==> config.mk <==
export PLATFORM = sky130hd
export DESIGN_NAME = uart_tx_feeder
export DESIGN_NICKNAME = d
export VERILOG_FILES = /design/src/rtl/uart_pkg.sv /design/src/rtl/uart_sync_fifo.sv /design/src/rtl/uart_tx_feeder.sv
export SDC_FILE = /design/constraint.sdc
export NUM_CORES = 1
export LEC_CHECK = 0
export BUFFER_PORTS_ARGS = -buffer_cell sky130_fd_sc_hd__buf_4
export CAP_MARGIN = 20
export CORE_ASPECT_RATIO = 1.25
export CORE_MARGIN = 2
export CORE_UTILIZATION = 30
export DETAILED_ROUTE_END_ITERATION = 7
export HOLD_SLACK_MARGIN = 0.02
export PLACE_DENSITY = 0.56
export SLEW_MARGIN = 25
export SYNTH_ARGS = -nofsm -noshare
export SYNTH_HDL_FRONTEND = slang
export SYNTH_HIERARCHICAL = 1
export SYNTH_SLANG_ARGS = --single-unit
export TNS_END_PERCENT = 20
==> constraint.sdc <==
create_clock -name clk_50m -period 4.75 [get_ports clk_50m]
set_input_delay 0 -clock clk_50m [delete_from_list [all_inputs] [get_ports clk_50m]]
set_output_delay 0 -clock clk_50m [all_outputs]
set_load 0.005 [all_outputs]
==> src/rtl/uart_pkg.sv <==
// -----------------------------------------------------------------------------
// uart_pkg
// Shared definitions for the uart block, the uart_tx_feeder in front of it and
// their benches.
//
// Contents:
//   C_CLK_HZ        system clock frequency (clk_50m)
//   C_BAUD          serial line rate
//   C_CLKS_PER_BIT  clk_50m cycles per serial bit
//   feeder_state_t  state encoding of the uart_tx_feeder pacing FSM
//   ptr_width()     pointer width for a power-of-two FIFO with a wrap bit
// -----------------------------------------------------------------------------
package uart_pkg;

   localparam int C_CLK_HZ       = 50_000_000;
   localparam int C_BAUD         = 115200;
   localparam int C_CLKS_PER_BIT = C_CLK_HZ / C_BAUD;

   // IDLE      : waiting for a byte and an idle transmitter
   // LOAD      : byte presented on uart_din, wr_en pulsed for this one cycle
   // WAIT_BUSY : waiting for the uart to acknowledge by raising tx_busy
   // WAIT_DONE : frame on the wire, waiting for tx_busy to fall
   typedef enum logic [1:0] {
      IDLE      = 2'd0,
      LOAD      = 2'd1,
      WAIT_BUSY = 2'd2,
      WAIT_DONE = 2'd3
   } feeder_state_t;

   // One extra bit above the address lets full and empty be told apart when
   // the read and write addresses coincide.
   function automatic int ptr_width(input int depth);
      return $clog2(depth) + 1;
   endfunction

endpackage : uart_pkg

==> src/rtl/uart_sync_fifo.sv <==
// -----------------------------------------------------------------------------
// uart_sync_fifo
// Single-clock FIFO with show-ahead read: rdata always shows the head entry
// while the FIFO is not empty, so a pop consumes the value already visible.
//
// Parameters:
//   DATA_W  entry width
//   DEPTH   number of entries; must be a power of two, at least 2
//
// Ports:
//   clk_50m  in   system clock
//   rst_n    in   asynchronous active-low reset; empties the FIFO
//   push     in   write wdata this cycle (ignored when full)
//   wdata    in   data to write
//   pop      in   discard the head this cycle (ignored when empty)
//   rdata    out  head entry (valid when !empty)
//   full     out  DEPTH entries held
//   empty    out  no entries held
//   level    out  current occupancy, 0..DEPTH
// -----------------------------------------------------------------------------
module uart_sync_fifo
   import uart_pkg::*;
#(
   parameter int DATA_W = 8,
   parameter int DEPTH  = 16
) (
   input  logic                       clk_50m,
   input  logic                       rst_n,
   input  logic                       push,
   input  logic [DATA_W-1:0]          wdata,
   input  logic                       pop,
   output logic [DATA_W-1:0]          rdata,
   output logic                       full,
   output logic                       empty,
   output logic [$clog2(DEPTH):0]     level
);

   localparam int AW = $clog2(DEPTH);
   localparam int PW = ptr_width(DEPTH);

   logic [DATA_W-1:0] mem [DEPTH];
   logic [PW-1:0]     wr_ptr;
   logic [PW-1:0]     rd_ptr;
   logic              push_ok;
   logic              pop_ok;

   // The FIFO protects itself: a push while full or a pop while empty is
   // ignored, whatever the caller does.
   assign push_ok = push && !full;
   assign pop_ok  = pop && !empty;

   // Same address with different wrap bits means the writer has lapped the
   // reader exactly once.
   assign full  = (wr_ptr[AW] != rd_ptr[AW]) && (wr_ptr[AW-1:0] == rd_ptr[AW-1:0]);
   assign empty = (wr_ptr == rd_ptr);

   // Modulo-2^PW difference of the pointers is the occupancy, including the
   // DEPTH case when full.
   assign level = wr_ptr - rd_ptr;

   assign rdata = mem[rd_ptr[AW-1:0]];

   // Pointer update; both may move in the same cycle.
   always_ff @(posedge clk_50m or negedge rst_n) begin
      if (!rst_n) begin
         wr_ptr <= '0;
         rd_ptr <= '0;
      end else begin
         if (push_ok) begin
            wr_ptr <= wr_ptr + PW'(1);
         end
         if (pop_ok) begin
            rd_ptr <= rd_ptr + PW'(1);
         end
      end
   end

   // Storage is not reset: an entry is only ever read after it was written.
   always_ff @(posedge clk_50m) begin
      if (push_ok) begin
         mem[wr_ptr[AW-1:0]] <= wdata;
      end
   end

endmodule : uart_sync_fifo

==> src/rtl/uart_tx_feeder.sv <==
// -----------------------------------------------------------------------------
// uart_tx_feeder
// Buffers bytes from a producer and feeds them to the uart transmitter one
// frame at a time, so the producer can burst without watching tx_busy.
//
// Parameters:
//   DATA_W        byte width (8 for the uart)
//   DEPTH         FIFO entries; power of two, at least 2
//   BUSY_TIMEOUT  cycles to wait for tx_busy after a wr_en pulse before the
//                 byte is treated as sent
//
// Ports:
//   clk_50m       in   system clock
//   rst_n         in   asynchronous active-low reset
//   s_data        in   byte from the producer
//   s_valid       in   producer has a byte
//   s_ready       out  FIFO can accept a byte (!full)
//   uart_din      out  byte to the uart, registered, changes only on a pop
//   uart_wr_en    out  single-cycle write strobe to the uart
//   uart_tx_busy  in   uart is shifting out a frame
//   level         out  FIFO occupancy
//   overflow      out  one-cycle pulse after a byte was offered while full
// -----------------------------------------------------------------------------
module uart_tx_feeder
   import uart_pkg::*;
#(
   parameter int DATA_W       = 8,
   parameter int DEPTH        = 16,
   parameter int BUSY_TIMEOUT = 8
) (
   input  logic                       clk_50m,
   input  logic                       rst_n,
   input  logic [DATA_W-1:0]          s_data,
   input  logic                       s_valid,
   output logic                       s_ready,
   output logic [DATA_W-1:0]          uart_din,
   output logic                       uart_wr_en,
   input  logic                       uart_tx_busy,
   output logic [$clog2(DEPTH):0]     level,
   output logic                       overflow
);

   localparam int CNT_W = (BUSY_TIMEOUT > 1) ? $clog2(BUSY_TIMEOUT) : 1;
   localparam logic [CNT_W-1:0] CNT_LAST = CNT_W'(BUSY_TIMEOUT - 1);

   feeder_state_t     state;
   logic [CNT_W-1:0]  busy_cnt;

   logic              fifo_push;
   logic              fifo_pop;
   logic [DATA_W-1:0] fifo_rdata;
   logic              fifo_full;
   logic              fifo_empty;

   // s_ready comes straight from the registered full flag, so a pop in the
   // same cycle never lets an extra byte in.
   assign s_ready   = !fifo_full;
   assign fifo_push = s_valid && s_ready;

   // Popping only from IDLE with tx_busy low is what keeps wr_en away from a
   // busy transmitter, including one still finishing a frame across a reset.
   assign fifo_pop  = (state == IDLE) && !fifo_empty && !uart_tx_busy;

   uart_sync_fifo #(
      .DATA_W (DATA_W),
      .DEPTH  (DEPTH)
   ) u_fifo (
      .clk_50m (clk_50m),
      .rst_n   (rst_n),
      .push    (fifo_push),
      .wdata   (s_data),
      .pop     (fifo_pop),
      .rdata   (fifo_rdata),
      .full    (fifo_full),
      .empty   (fifo_empty),
      .level   (level)
   );

   // Pacing FSM. uart_wr_en is registered and set on the pop edge, so it is
   // high for exactly the LOAD cycle and the uart samples it at the end of it.
   // WAIT_BUSY lasts at most BUSY_TIMEOUT cycles; an unacknowledged byte is
   // dropped rather than retried.
   always_ff @(posedge clk_50m or negedge rst_n) begin
      if (!rst_n) begin
         state      <= IDLE;
         uart_din   <= '0;
         uart_wr_en <= 1'b0;
         busy_cnt   <= '0;
      end else begin
         uart_wr_en <= 1'b0;
         case (state)
            IDLE: begin
               if (fifo_pop) begin
                  uart_din   <= fifo_rdata;
                  uart_wr_en <= 1'b1;
                  state      <= LOAD;
               end
            end
            LOAD: begin
               busy_cnt <= '0;
               state    <= WAIT_BUSY;
            end
            WAIT_BUSY: begin
               if (uart_tx_busy) begin
                  state <= WAIT_DONE;
               end else if (busy_cnt == CNT_LAST) begin
                  state <= IDLE;
               end else begin
                  busy_cnt <= busy_cnt + CNT_W'(1);
               end
            end
            WAIT_DONE: begin
               if (!uart_tx_busy) begin
                  state <= IDLE;
               end
            end
            default: begin
               state <= IDLE;
            end
         endcase
      end
   end

   // A byte offered while full is dropped; flag it for one cycle.
   always_ff @(posedge clk_50m or negedge rst_n) begin
      if (!rst_n) begin
         overflow <= 1'b0;
      end else begin
         overflow <= s_valid && !s_ready;
      end
   end

endmodule : uart_tx_feeder
==> flow_summary_export.csv <==
group,metric,value,unit
worst_hold_path,min_path_type,"input pin to flip-flop",
logic_synthesis,synth_area_leaders,"edfxtp_1, dfrtp_1, mux4_2",
global_route,antenna_found_initial,0,
critical_path,reg2reg_depth,8,
timing,finalHoldViolations,0,
detailed_routing,wl_met1,5660,um
logic_synthesis,yosys.area.top_type,"edfxtp_1",
flow_run,max_cap_violations,0,
detailed_routing,drcViolationCount,0,
place,placed_cells,637,
floorplan,initial_core_util,30.5,%
clock_tree,cts_sinks,153,
timing,slew_viol_final,0,
detailed_routing,detail-route-antenna-nets,0,
logic_synthesis,syn_area,6320,um^2
clock_tree,cts-hold-fix-buffers,13,
timing,setup_viol,0,
detailed_routing,vias_per_cell,4.65,
global_route,grt_overflow,0,
critical_path,crit_buf_inv,1,
critical_path,crit_chain,"inv_1, ha_1, nand4_1, nor2_1, nor2b_1, o21a_1, nand2_1, nor2_1",
logic_synthesis,postSynth.asyncResetShare,16.3,%
clock_tree,clockRootBuffer,"clkbuf_16",
logic_synthesis,ys_warn_count,6,
detailed_routing,drt_iter0_markers,258,
logic_synthesis,seq_area_frac_synth,70.7,%
clock_tree,cts.htree.levels,4,
power,p_leak,2.66,nW
critical_path,arrival,3150,ps
critical_path,endpoint_kind,"flip-flop",
clock_tree,cts_setup_buffers,0,
floorplan,num_io_pins,28,
detailed_routing,routed_wl,12500,um
logic_synthesis,synth_top_area_share,60.8,%
floorplan,die_x,134,um
global_route,grt_first_pass_wirelength,19400,um
detailed_routing,top_layer_used,"met4",
clock_tree,clk_pin_slew_worst_paths,60,ps
detailed_routing,wl_met3,642,um
critical_path,critPathSlowestCell,"nor2_1",
clock_tree,clock_latency,420,ps
layout,insertedDiodeCount,0,
floorplan,core_area,20700,um^2
logic_synthesis,synth_cell_types,40,
detailed_routing,wl_per_cell,18.4,um
power,peakVddDrop,0.364,mV
logic_synthesis,synth_ff_type,"edfxtp_1",
global_route,grt_pass1_vias,3186,
timing,post-route-period-util,65.4,%
critical_path,start_kind,"flip-flop",
timing,slew_headroom,43.4,%
detailed_routing,vias,3168,
global_route,grtUsageTotal,11.9,%
timing,clock_skew,8.27,ps
worst_hold_path,hold_path_depth,3,
logic_synthesis,avgSynthCellArea,18.2,um^2
logic_synthesis,synthCells,347,
floorplan,die-area,22300,um^2
timing,worstMarginPinSlew,845,ps
clock_tree,cts_tree,"done",
timing,clock.fmax,0.322,GHz
critical_path,cpLargestDelayFamily,"simple AND/OR/NAND/NOR gates",
layout,drive_gt1_share,23.8,%
layout,syn2layout_area_growth,19.6,%
logic_synthesis,ys_ff_latch,153,
critical_path,crit_type,"flip-flop to flip-flop",
critical_path,critPathRequiredTime,4790,ps
clock_tree,cts_resized,0,
place,numPortBuffers,27,
timing,setup_tns,0,ps
floorplan,dieHeight,166,um
place,hpwl,8460,um
critical_path,path_depth,8,
clock_tree,cts_made_buffers,17,
logic_synthesis,syn_nets,371,
detailed_routing,wl_met2,5960,um
detailed_routing,first_pass_iters,4,
timing,grt_setup_unrepaired,"no",
layout,final_cells,682,
logic_synthesis,synth_edf_count,128,
floorplan,num_rows,59,
global_route,grt_max_degree,44,
power,pwr_density_cell,628,nW/um^2
critical_path,cp_max_fo,11,
layout,layout_commonest_cell,"edfxtp_1",
critical_path,cpPeakStageDelay,670,ps
layout,final_cell_mix,"edfxtp_1, buf_4, dfrtp_1, mux2i_1",
clock_tree,cts_buffer_depth,2,
outcome,outcome,"completed",
timing,period_needed,3100,ps
layout,layout.nets,419,
critical_path,cp_common_cell,"nor2_1",
place,place_congestion,0.799,
-- cell usage after synthesis (4+ instances only) --
cell	instances
dfrtp_1	25
mux4_1	7
clkbuf_1	4
nand4_1	4
edfxtp_1	128
a221oi_1	7
o21ai_1	11
inv_1	9
nor3_1	4
nor2b_1	4
xnor2_1	10
o21ai_0	7
nor2_1	16
mux2i_1	24
nand2_1	8
mux2_2	8
mux4_2	17
buf_2	5
a21oi_1	4
ha_1	11
-- state kept, by name, indices dropped and copies added (netlist names) --
name,flops
uart_din,8
uart_wr_en,1
overflow,1
busy_cnt,3
u_fifo/rd_ptr,5
u_fifo/mem,128
u_fifo/wr_ptr,5
state,2
-- layout make-up --
cell class                 instances  area (um^2)
inverter                           9         33.8
clock buffer                      17          425
multi-input combinational        167         1680
timing repair buffer              47          385
tap                              274          343
sequential                       153         4470
clock inverter                    15          224
fill                            1896        13200
-- power by group --
group	leakage (nW)	switching (mW)	internal (mW)
Clock	0.304	0.520	0.933
Combinational	0.893	0.783	0.706
Sequential	1.46	0.140	1.67
Total	2.66	1.44	3.31
-- per-stage QoR --
step                      utilization (%)  power (mW)  area (um^2)  hold slack, ps  worst slack, ps
after floorplan                         -        2.86         6320            -296             1830
after global placement               32.7        3.33         6780           -74.1             1720
after detailed placement             32.7        3.34         6780           -73.3             1670
after CTS                            36.4        4.81         7560             344             1650
after global routing                 36.4        5.01         7560             355             1430
final                                36.4        4.75         7560             352             1650
-- worst reg2reg max path, cell delays in order (launching register included) --
cell and delay [ps]:
dfrtp_1 560, inv_1 230, ha_1 380, nand4_1 140
nor2_1 70, nor2b_1 140, o21a_1 340, nand2_1 180
nor2_1 670
-- final timing paths --
path                                   from          endpoint  slack [ps]
setup / recovery           u_fifo/rd_ptr[3]  u_fifo/mem[8][2]        1650
hold / removal                 uart_tx_busy        uart_wr_en         350
setup reg to reg           u_fifo/rd_ptr[3]  u_fifo/mem[8][2]        1650
hold reg to reg            u_fifo/wr_ptr[4]  u_fifo/wr_ptr[4]         490
max in group asynchronous             rst_n  u_fifo/wr_ptr[4]        3380
min in group asynchronous             rst_n  u_fifo/rd_ptr[3]         550
-- metal layers --
layer	up-vias	global-route usage, %
met5	-	0
met2	79	18.0
met4	0	4.72
met3	20	3.57
met1	1607	16.1
li1	1462	-
-- logic make-up after synthesis --
| logic type | share of synthesized area (%) |
|---|---|
| adder cells (fa/ha/maj) | 2.49 |
| flip-flops | 70.7 |
| XOR/XNOR | 1.66 |
| buffers and inverters | 2.73 |
| multiplexers | 14.2 |
| AO/OA/AOI/OAI | 4.43 |
| AND/OR/NAND/NOR | 3.78 |
Power figures use the tool's default switching activity.
